$ cat src/rtl/io_sequencer_if.sv
//------------------------------------------------------------------------------
// Module      : io_sequencer_if
// Description : Bundle between the I/O sequencer and the datapath. It carries
//               the IR, the input-port ready flag, the run request, every
//               datapath control strobe and the sequencer status.
// Revision    : 1.0 - initial release
//------------------------------------------------------------------------------
`default_nettype none

interface io_sequencer_if;
  // Sequencer inputs
  logic [31:0] ir;
  logic        in_ready;
  logic        run;
  // Fetch-phase strobes
  logic        PCout;
  logic        MARin;
  logic        IncPC;
  logic        Zlowin;
  // Memory-read strobes
  logic        Zlowout;
  logic        PCin;
  logic        Read;
  logic        MD_read;
  logic        MDRin;
  // IR load strobes
  logic        MDRout;
  logic        IRin;
  // I/O transfer strobes
  logic        Gra;
  logic        Rin;
  logic        Rout;
  logic        InPortout;
  logic        Out_Portin;
  // Status
  logic        in_ack;
  logic        halted;
  logic        io_timeout;
  logic [3:0]  state;

  // Sequencer side
  modport master (
    input  ir, in_ready, run,
    output PCout, MARin, IncPC, Zlowin,
    output Zlowout, PCin, Read, MD_read, MDRin,
    output MDRout, IRin,
    output Gra, Rin, Rout, InPortout, Out_Portin,
    output in_ack, halted, io_timeout, state
  );

  // Datapath / port side
  modport slave (
    output ir, in_ready, run,
    input  PCout, MARin, IncPC, Zlowin,
    input  Zlowout, PCin, Read, MD_read, MDRin,
    input  MDRout, IRin,
    input  Gra, Rin, Rout, InPortout, Out_Portin,
    input  in_ack, halted, io_timeout, state
  );
endinterface

`default_nettype wire

$ cat src/rtl/io_sequencer.sv
//------------------------------------------------------------------------------
// Module      : io_sequencer
// Description : Hardwired control sequencer for instruction fetch and the
//               port-I/O instructions in / out / nop / halt. Moore strobes are
//               registered from the next state, so they line up with the state
//               register. The optional IN_WAIT abort with timeout is enabled by
//               defining the macro IO_TIMEOUT_EN.
// Revision    : 1.0 - initial release
//------------------------------------------------------------------------------
`default_nettype none

module io_sequencer #(
  parameter int TIMEOUT_CYCLES = 255
) (
  input wire            clock,
  input wire            clear,
  io_sequencer_if.master bus
);

  typedef enum logic [3:0] {
    S_RESET  = 4'd0,
    T0       = 4'd1,
    T1       = 4'd2,
    T2       = 4'd3,
    T3       = 4'd4,
    IN_WAIT  = 4'd5,
    IN_XFER  = 4'd6,
    OUT_XFER = 4'd7,
    HALT     = 4'd8
  } state_t;

  localparam logic [4:0] c_op_in   = 5'b10110;
  localparam logic [4:0] c_op_out  = 5'b10111;
  localparam logic [4:0] c_op_halt = 5'b11011;

  // Bit positions inside the registered strobe vector
  localparam int c_b_pcout      = 17;
  localparam int c_b_marin      = 16;
  localparam int c_b_incpc      = 15;
  localparam int c_b_zlowin     = 14;
  localparam int c_b_zlowout    = 13;
  localparam int c_b_pcin       = 12;
  localparam int c_b_read       = 11;
  localparam int c_b_md_read    = 10;
  localparam int c_b_mdrin      = 9;
  localparam int c_b_mdrout     = 8;
  localparam int c_b_irin       = 7;
  localparam int c_b_gra        = 6;
  localparam int c_b_rin        = 5;
  localparam int c_b_rout       = 4;
  localparam int c_b_inportout  = 3;
  localparam int c_b_out_portin = 2;
  localparam int c_b_in_ack     = 1;
  localparam int c_b_halted     = 0;

  // A non-positive TIMEOUT_CYCLES is illegal; this empty scope marks such a
  // configuration in the elaborated hierarchy.
  if (TIMEOUT_CYCLES < 1) begin : g_timeout_cycles_invalid
  end

  state_t      r_state;
  state_t      w_next_state;
  logic [17:0] r_strobes;
  logic [4:0]  w_opcode;

  assign w_opcode = bus.ir[31:27];

`ifdef IO_TIMEOUT_EN
  localparam int               c_cnt_w     = $clog2(TIMEOUT_CYCLES + 1);
  localparam logic [c_cnt_w-1:0] c_wait_last = c_cnt_w'(TIMEOUT_CYCLES - 1);

  logic [c_cnt_w-1:0] r_wait_cnt;
  logic               r_io_timeout;
  logic               w_timeout_fire;
`endif

  // Moore strobe pattern for a given state; anything not listed stays low.
  function automatic logic [17:0] f_decode(input state_t s);
    logic [17:0] v;
    v = '0;
    case (s)
      T0: begin
        v[c_b_pcout]  = 1'b1;
        v[c_b_marin]  = 1'b1;
        v[c_b_incpc]  = 1'b1;
        v[c_b_zlowin] = 1'b1;
      end
      T1: begin
        v[c_b_zlowout] = 1'b1;
        v[c_b_pcin]    = 1'b1;
        v[c_b_read]    = 1'b1;
        v[c_b_md_read] = 1'b1;
        v[c_b_mdrin]   = 1'b1;
      end
      T2: begin
        v[c_b_mdrout] = 1'b1;
        v[c_b_irin]   = 1'b1;
      end
      IN_XFER: begin
        v[c_b_inportout] = 1'b1;
        v[c_b_gra]       = 1'b1;
        v[c_b_rin]       = 1'b1;
        v[c_b_in_ack]    = 1'b1;
      end
      OUT_XFER: begin
        v[c_b_gra]        = 1'b1;
        v[c_b_rout]       = 1'b1;
        v[c_b_out_portin] = 1'b1;
      end
      HALT: v[c_b_halted] = 1'b1;
      default: v = '0;
    endcase
    return v;
  endfunction

  // Next-state selection, including the optional IN_WAIT expiry.
  always_comb begin
    w_next_state = S_RESET;
`ifdef IO_TIMEOUT_EN
    w_timeout_fire = 1'b0;
`endif
    case (r_state)
      S_RESET:  w_next_state = T0;
      T0:       w_next_state = T1;
      T1:       w_next_state = T2;
      T2:       w_next_state = T3;
      T3: begin
        case (w_opcode)
          c_op_in:   w_next_state = IN_WAIT;
          c_op_out:  w_next_state = OUT_XFER;
          c_op_halt: w_next_state = HALT;
          default:   w_next_state = T0;
        endcase
      end
      IN_WAIT: begin
        if (bus.in_ready) begin
          // A ready flag in the expiry cycle still wins over the abort.
          w_next_state = IN_XFER;
        end else begin
          w_next_state = IN_WAIT;
`ifdef IO_TIMEOUT_EN
          if (r_wait_cnt == c_wait_last) begin
            w_next_state   = HALT;
            w_timeout_fire = 1'b1;
          end
`endif
        end
      end
      IN_XFER:  w_next_state = T0;
      OUT_XFER: w_next_state = T0;
      HALT:     w_next_state = bus.run ? T0 : HALT;
      default:  w_next_state = S_RESET;
    endcase
  end

  // State register, registered strobes, and the optional wait counter / flag.
  always_ff @(posedge clock) begin
    if (clear) begin
      r_state   <= S_RESET;
      r_strobes <= '0;
`ifdef IO_TIMEOUT_EN
      r_wait_cnt   <= '0;
      r_io_timeout <= 1'b0;
`endif
    end else begin
      r_state   <= w_next_state;
      r_strobes <= f_decode(w_next_state);
`ifdef IO_TIMEOUT_EN
      if (r_state != IN_WAIT) begin
        r_wait_cnt <= '0;
      end else if (!bus.in_ready) begin
        r_wait_cnt <= r_wait_cnt + c_cnt_w'(1);
      end
      if (w_timeout_fire) begin
        r_io_timeout <= 1'b1;
      end else if ((r_state == HALT) && bus.run) begin
        r_io_timeout <= 1'b0;
      end
`endif
    end
  end

  assign bus.state      = r_state;
  assign bus.PCout      = r_strobes[c_b_pcout];
  assign bus.MARin      = r_strobes[c_b_marin];
  assign bus.IncPC      = r_strobes[c_b_incpc];
  assign bus.Zlowin     = r_strobes[c_b_zlowin];
  assign bus.Zlowout    = r_strobes[c_b_zlowout];
  assign bus.PCin       = r_strobes[c_b_pcin];
  assign bus.Read       = r_strobes[c_b_read];
  assign bus.MD_read    = r_strobes[c_b_md_read];
  assign bus.MDRin      = r_strobes[c_b_mdrin];
  assign bus.MDRout     = r_strobes[c_b_mdrout];
  assign bus.IRin       = r_strobes[c_b_irin];
  assign bus.Gra        = r_strobes[c_b_gra];
  assign bus.Rin        = r_strobes[c_b_rin];
  assign bus.Rout       = r_strobes[c_b_rout];
  assign bus.InPortout  = r_strobes[c_b_inportout];
  assign bus.Out_Portin = r_strobes[c_b_out_portin];
  assign bus.in_ack     = r_strobes[c_b_in_ack];
  assign bus.halted     = r_strobes[c_b_halted];

`ifdef IO_TIMEOUT_EN
  assign bus.io_timeout = r_io_timeout;
`else
  assign bus.io_timeout = 1'b0;
`endif

endmodule

`default_nettype wire

$ cat src/flat_wrapper.sv
// flat-port wrapper written by rule: the top's interface ports become plain ports
module io_sequencer_flat 
#(
  parameter int TIMEOUT_CYCLES = 255
)
  (clock, clear, bus_ir, bus_in_ready, bus_run, bus_PCout, bus_MARin, bus_IncPC, bus_Zlowin, bus_Zlowout, bus_PCin, bus_Read, bus_MD_read, bus_MDRin, bus_MDRout, bus_IRin, bus_Gra, bus_Rin, bus_Rout, bus_InPortout, bus_Out_Portin, bus_in_ack, bus_halted, bus_io_timeout, bus_state);
  io_sequencer_if bus_i ();
  input wire clock;
  input wire clear;
  input wire logic [$bits(bus_i.ir)-1:0] bus_ir;
  input wire logic [$bits(bus_i.in_ready)-1:0] bus_in_ready;
  input wire logic [$bits(bus_i.run)-1:0] bus_run;
  output wire logic [$bits(bus_i.PCout)-1:0] bus_PCout;
  output wire logic [$bits(bus_i.MARin)-1:0] bus_MARin;
  output wire logic [$bits(bus_i.IncPC)-1:0] bus_IncPC;
  output wire logic [$bits(bus_i.Zlowin)-1:0] bus_Zlowin;
  output wire logic [$bits(bus_i.Zlowout)-1:0] bus_Zlowout;
  output wire logic [$bits(bus_i.PCin)-1:0] bus_PCin;
  output wire logic [$bits(bus_i.Read)-1:0] bus_Read;
  output wire logic [$bits(bus_i.MD_read)-1:0] bus_MD_read;
  output wire logic [$bits(bus_i.MDRin)-1:0] bus_MDRin;
  output wire logic [$bits(bus_i.MDRout)-1:0] bus_MDRout;
  output wire logic [$bits(bus_i.IRin)-1:0] bus_IRin;
  output wire logic [$bits(bus_i.Gra)-1:0] bus_Gra;
  output wire logic [$bits(bus_i.Rin)-1:0] bus_Rin;
  output wire logic [$bits(bus_i.Rout)-1:0] bus_Rout;
  output wire logic [$bits(bus_i.InPortout)-1:0] bus_InPortout;
  output wire logic [$bits(bus_i.Out_Portin)-1:0] bus_Out_Portin;
  output wire logic [$bits(bus_i.in_ack)-1:0] bus_in_ack;
  output wire logic [$bits(bus_i.halted)-1:0] bus_halted;
  output wire logic [$bits(bus_i.io_timeout)-1:0] bus_io_timeout;
  output wire logic [$bits(bus_i.state)-1:0] bus_state;
  assign bus_i.ir = bus_ir;
  assign bus_i.in_ready = bus_in_ready;
  assign bus_i.run = bus_run;
  assign bus_PCout = bus_i.PCout;
  assign bus_MARin = bus_i.MARin;
  assign bus_IncPC = bus_i.IncPC;
  assign bus_Zlowin = bus_i.Zlowin;
  assign bus_Zlowout = bus_i.Zlowout;
  assign bus_PCin = bus_i.PCin;
  assign bus_Read = bus_i.Read;
  assign bus_MD_read = bus_i.MD_read;
  assign bus_MDRin = bus_i.MDRin;
  assign bus_MDRout = bus_i.MDRout;
  assign bus_IRin = bus_i.IRin;
  assign bus_Gra = bus_i.Gra;
  assign bus_Rin = bus_i.Rin;
  assign bus_Rout = bus_i.Rout;
  assign bus_InPortout = bus_i.InPortout;
  assign bus_Out_Portin = bus_i.Out_Portin;
  assign bus_in_ack = bus_i.in_ack;
  assign bus_halted = bus_i.halted;
  assign bus_io_timeout = bus_i.io_timeout;
  assign bus_state = bus_i.state;
  io_sequencer #(.TIMEOUT_CYCLES(TIMEOUT_CYCLES)) u_core (.clock(clock), .clear(clear), .bus(bus_i));
endmodule
$ cat config.mk
export PLATFORM = sky130hd
export DESIGN_NAME = io_sequencer_flat
export DESIGN_NICKNAME = d
export VERILOG_FILES = /design/src/rtl/io_sequencer_if.sv /design/src/rtl/io_sequencer.sv /design/src/flat_wrapper.sv
export SDC_FILE = /design/constraint.sdc
export NUM_CORES = 1
export LEC_CHECK = 0
export ABC_AREA = 1
export BUFFER_PORTS_ARGS = -buffer_cell sky130_fd_sc_hd__buf_2
export CORE_MARGIN = 3
export CORE_UTILIZATION = 37
export DETAILED_ROUTE_END_ITERATION = 7
export PLACE_DENSITY = 0.83
export SLEW_MARGIN = 15
export SYNTH_ARGS = -nofsm -noshare
export SYNTH_HDL_FRONTEND = slang
export SYNTH_SLANG_ARGS = --single-unit
$ cat constraint.sdc
create_clock -name clock -period 2.5 [get_ports clock]
set_input_delay 0.25 -clock clock [delete_from_list [all_inputs] [get_ports clock]]
set_output_delay 0.25 -clock clock [all_outputs]
set_load 0.01 [all_outputs]
# ---- Word level (Yosys, flattened, before mapping)
# Cells that the tools add are included.
dict set report totals {
  ff_bits 22
  inputBits 36
  out_inout_bits 23
  elab_cells 33
}
dict set report op_classes {
  n_eq_ne 17
  n_mux 11
  n_reduce_logical 3
}
# op n
set op_table {}
lappend op_table {{4-bit one-hot mux with 7 select lines} 1}
lappend op_table {{4-bit by 3-bit equality test with 1-bit output (second input constant)} 6}
lappend op_table {{4-bit by 2-bit equality test with 1-bit output (second input constant)} 4}
lappend op_table {{5-bit equality test (second input constant)} 3}
lappend op_table {{4-bit one-hot mux with 3 select lines} 1}
lappend op_table {{4-bit by 1-bit equality test with 1-bit output (second input constant)} 2}
lappend op_table {{4-bit equality test (second input constant)} 2}
lappend op_table {{4-bit 2-to-1 mux} 2}
lappend op_table {{5-bit 2-to-1 mux} 1}
lappend op_table {{4-bit logical NOT} 1}
lappend op_table {{1-bit 2-to-1 mux} 4}
lappend op_table {{2-bit 2-to-1 mux} 2}
lappend op_table {{3-bit OR reduction} 1}
lappend op_table {{2-bit OR reduction} 1}

# ---- Logic depth before layout (Yosys ltp)
dict set report logic_depth {
  depth_word 6
  ltp_mapped 8
  depth_no_buf 8
}

# ---- Worst setup path after synthesis
# No wires, ideal clock.
dict set report synth_path {
  path_type {register to register}
  from {register u_core.r_state[2] (netlist: u_core.bus.state[2])}
  to {register u_core.r_strobes[16]}
  setup_time_ns 0.112
  arrival_ns 1.016
  t_required_ns 2.388
  path_slack_ns 1.372
  path_stages_with_launch 8
  n_path_buf 0
  synth_period_minus_slack_ns 1.128
  path_cell_list {dfxtp_1 -> inv_1 -> nor2_1 -> nand2_1 -> o21ai_0 -> inv_1 -> nand2_1 -> nor2_1}
}
dict set report synth_via {
  elab_chain_cells 5
  elab_cells_between_ends 13
  classes_between {9 x eq/ne; 2 x mux; 2 x reduce/logical}
}
# element line_no
set synth_lines {}
lappend synth_lines {{start: declaration} io_sequencer.sv:61} ;# state_t r_state;
lappend synth_lines {{start signal: assignment} io_sequencer.sv:166} ;# r_state <= w_next_state;
lappend synth_lines {{4-bit by 3-bit equality test with 1-bit output or 4-bit logical NOT (tied branches)} io_sequencer.sv:122} ;# case (r_state)
lappend synth_lines {{3-bit OR reduction (no line)} n/a}
lappend synth_lines {{4-bit one-hot mux with 7 select lines (*)} io_sequencer.sv:122}
lappend synth_lines {{4-bit by 1-bit equality test with 1-bit output (*)} io_sequencer.sv:81} ;# case (s)
lappend synth_lines {{4-bit 2-to-1 mux (*)} io_sequencer.sv:81}
lappend synth_lines {{end signal: assignment} io_sequencer.sv:167} ;# r_strobes <= f_decode(w_next_state);
lappend synth_lines {{end: declaration} io_sequencer.sv:63} ;# logic [17:0] r_strobes;
# Mark *: on every way between the ends. The rest lies on a longest branch, timed or not.
# A chain may end at the register's enable or synchronous reset.

# ---- Worst setup path after layout
# Same ends and word-level chain as after synthesis.

==> impl_metrics.py <==
metrics = {
    "run_status": {
        "status": "completed",
    },
    "route": {
        "wl_um": 1200,
        "drtAntennaViolNets": 0,
        "via_count": 571,
        "first_pass_iters": 4,
        "via_per_inst": 4.60,
        "avgRoutedWirePerCell_um": 9.70,
        "drtIter0Drc": 8,
        "drc": 0,
    },
    "synth": {
        "synth_nets": 123,
        "synth-seq-area-share_pct": 37.2,
        "ys_types": 16,
        "ys_seq_elements": 11,
        "post_synth_instance_area_um2": 592,
        "synth_fa_ha_area_share_pct": 0,
        "synth_compound_area_share_pct": 0.846,
        "yosys_warnings": 0,
        "syn_avg_cell_area_um2": 6.80,
        "synth-simple-area-share_pct": 37.8,
        "synth_top_family_by_area": "simple AND/OR/NAND/NOR gates",
        "muxShareOfSynthArea_pct": 0,
        "syn_inst": 87,
        "synth_xor_area_share_pct": 0,
    },
    "die": {
        "ioPinCount": 59,
        "die_w_um": 46.0,
        "num_rows": 13,
        "die_area_mm2": 0.00212,
        "core_mm2": 0.00140,
        "start_util_pct": 42.3,
        "dieHeight_um": 46.0,
    },
    "flow_run": {
        "drv_cap": 0,
    },
    "hold_path": {
        "hp-class": "in2reg",
    },
    "clock_network": {
        "clock_tree.htree_level_count": 1,
        "clock_latency_ns": 0.27,
        "cts_tree": "built",
        "cts-resized-gates": 0,
        "cts_buffer_depth": 2,
        "path_clk_slew_ns": 0.07,
        "root_buffer": "clkbuf_4",
        "hold_buffers": 0,
        "clock_sinks": 11,
        "post_cts.repair.setup_buffers": 0,
        "cts_buffers": 3,
    },
    "power": {
        "irDropWorstVdd_mv": 0.376,
        "leakage_nw": 0.420,
        "power_density_mw_per_mm2": 586,
        "p_total_uw": 409,
    },
    "worst_setup_path": {
        "crit_start": "u_core.bus.state[2]",
        "reg2reg_setup_slack_ns": 1.27,
        "crit_type": "reg2reg",
        "crit_end": "u_core.r_strobes[16]",
        "worstReg2RegEnd": "u_core.r_strobes[16]",
        "worstSetupStartpointType": "flop",
        "r2r_start": "u_core.bus.state[2]",
        "crit_path_end_kind": "flop",
        "worstPathArrival_ns": 1.40,
        "crit_path_max_fanout": 5,
        "required_ns": 2.67,
        "reg2regPathDepth": 7,
    },
    "timing": {
        "rsz0062_at_grt": "false",
        "period_minus_slack_ns": 1.23,
        "maxSlewViolCount": 0,
        "max_freq_mhz": 812,
        "final.setup.tns_ns": 0,
        "worst_clock_skew_ns": 0.00343,
        "post-route-period-util_pct": 49.3,
        "setup_viol": 0,
        "hold_viol": 0,
    },
    "grt": {
        "overflow": 0,
        "grt_pass1_vias": 482,
        "grt_pass1_wl_um": 1950,
        "antenna_found_initial": 0,
        "gr-usage-all-layers_pct": 13.2,
        "grt_max_degree": 8,
    },
    "layout": {
        "syn2layout_area_growth_pct": 17.8,
        "fill_cells": 155,
        "diodes": 0,
        "drive_above_1_share_pct": 37.6,
        "finalNetCount": 146,
    },
    "placement": {
        "routabilityCongestion": 0.853,
        "hpwl_um": 1050,
        "io_buffers": 30,
    },
}
[how the worst min path moves through the flow]
stage          start             endpoint  slack [ns]  depth (start not counted)
6_report       clear  u_core.r_strobes[0]        0.23                          2
5_1_grt        clear  u_core.bus.state[3]        0.24                          2
4_1_cts        clear  u_core.r_strobes[0]        0.22                          2
2_1_floorplan  clear  u_core.bus.state[1]        0.32                          1
3_5_place_dp   clear  u_core.r_strobes[0]        0.51                          2
3_3_place_gp   clear  u_core.bus.state[3]        0.51                          2
[sequential cells by signal (all words and copies together), names as in the netlist]
name and flops:
u_core.r_strobes 7, u_core.bus.state 4
[synthesized netlist by cell type (all sizes together)]
master / count / area, um^2
buf: 12 / 90.1
o21ai: 1 / 5.00
dfxtp: 11 / 220
nand3b: 1 / 7.51
nor3: 1 / 5.00
and2: 1 / 6.26
nand4: 3 / 25.0
nand3: 5 / 25.0
inv: 13 / 48.8
conb: 1 / 3.75
nand2: 18 / 72.6
nor2: 20 / 82.6
[cells in the final DEF (no fill, tap or decap), types with 2 or more instances in the layout]
master / n
nand2_1: 16
clkbuf_4: 3
nand4_1: 2
nor2_1: 17
nand2_2: 2
nor2_2: 3
inv_2: 2
inv_1: 11
nand3_1: 5
dfxtp_1: 11
buf_2: 30
[layer usage]
metal  vias up  track usage [%]  part of all wire [%]
met5         -                0                     0
met4         0             5.11                  0.67
met3         3             7.11                   9.4
met2        21             21.7                    51
met1       253             13.9                    39
li1        294                -                     -
[power breakdown]
group	switching, mW	leakage, nW	internal [mW]
Clock	0.0577	0.0150	0.0618
Combinational	0.0554	0.315	0.0378
Sequential	0.00998	0.0898	0.186
[cell families (layout without fill, tap and decap cells)]
kind of cell | count (synthesis) | in the layout
flip-flops | 11 | 11
AO/OA/AOI/OAI | 1 | 1
AND/OR/NAND/NOR | 49 | 49
buffers and inverters | 25 | 47
other | 1 | 1
[per-stage QoR]
step / hold WS (ns) / worst slack, ns / std cells / area (um^2) / util, %
5_1_grt: 0.244 / 1.13 / 124 / 697 / 49.8
4_1_cts: 0.221 / 1.26 / 124 / 697 / 49.8
6_report: 0.231 / 1.27 / 124 / 697 / 49.8
3_3_place_gp: 0.506 / 1.31 / 120 / 671 / 47.9
2_1_floorplan: 0.322 / 1.37 / 87 / 592 / -
3_5_place_dp: 0.514 / 1.27 / 120 / 671 / 47.9
[critical path: stages, from the launching register on]
cell     delay, ns
dfxtp_1       0.41
inv_1         0.11
nor2_1        0.15
nand2_1       0.06
o21ai_0       0.17
inv_1         0.09
nand2_1       0.10
nor2_1        0.05
[area by class of cell]
type,instances,area [um^2],share of cell area [%]
clock buffer,4,26.3,3.77
timing repair buffer,30,150,21.5
sequential,11,220,31.6
tap,15,18.8,2.69
multi-input combinational,51,233,33.4
inverter,13,48.8,7.00
Note: power is estimated with default switching activity, not from simulation.
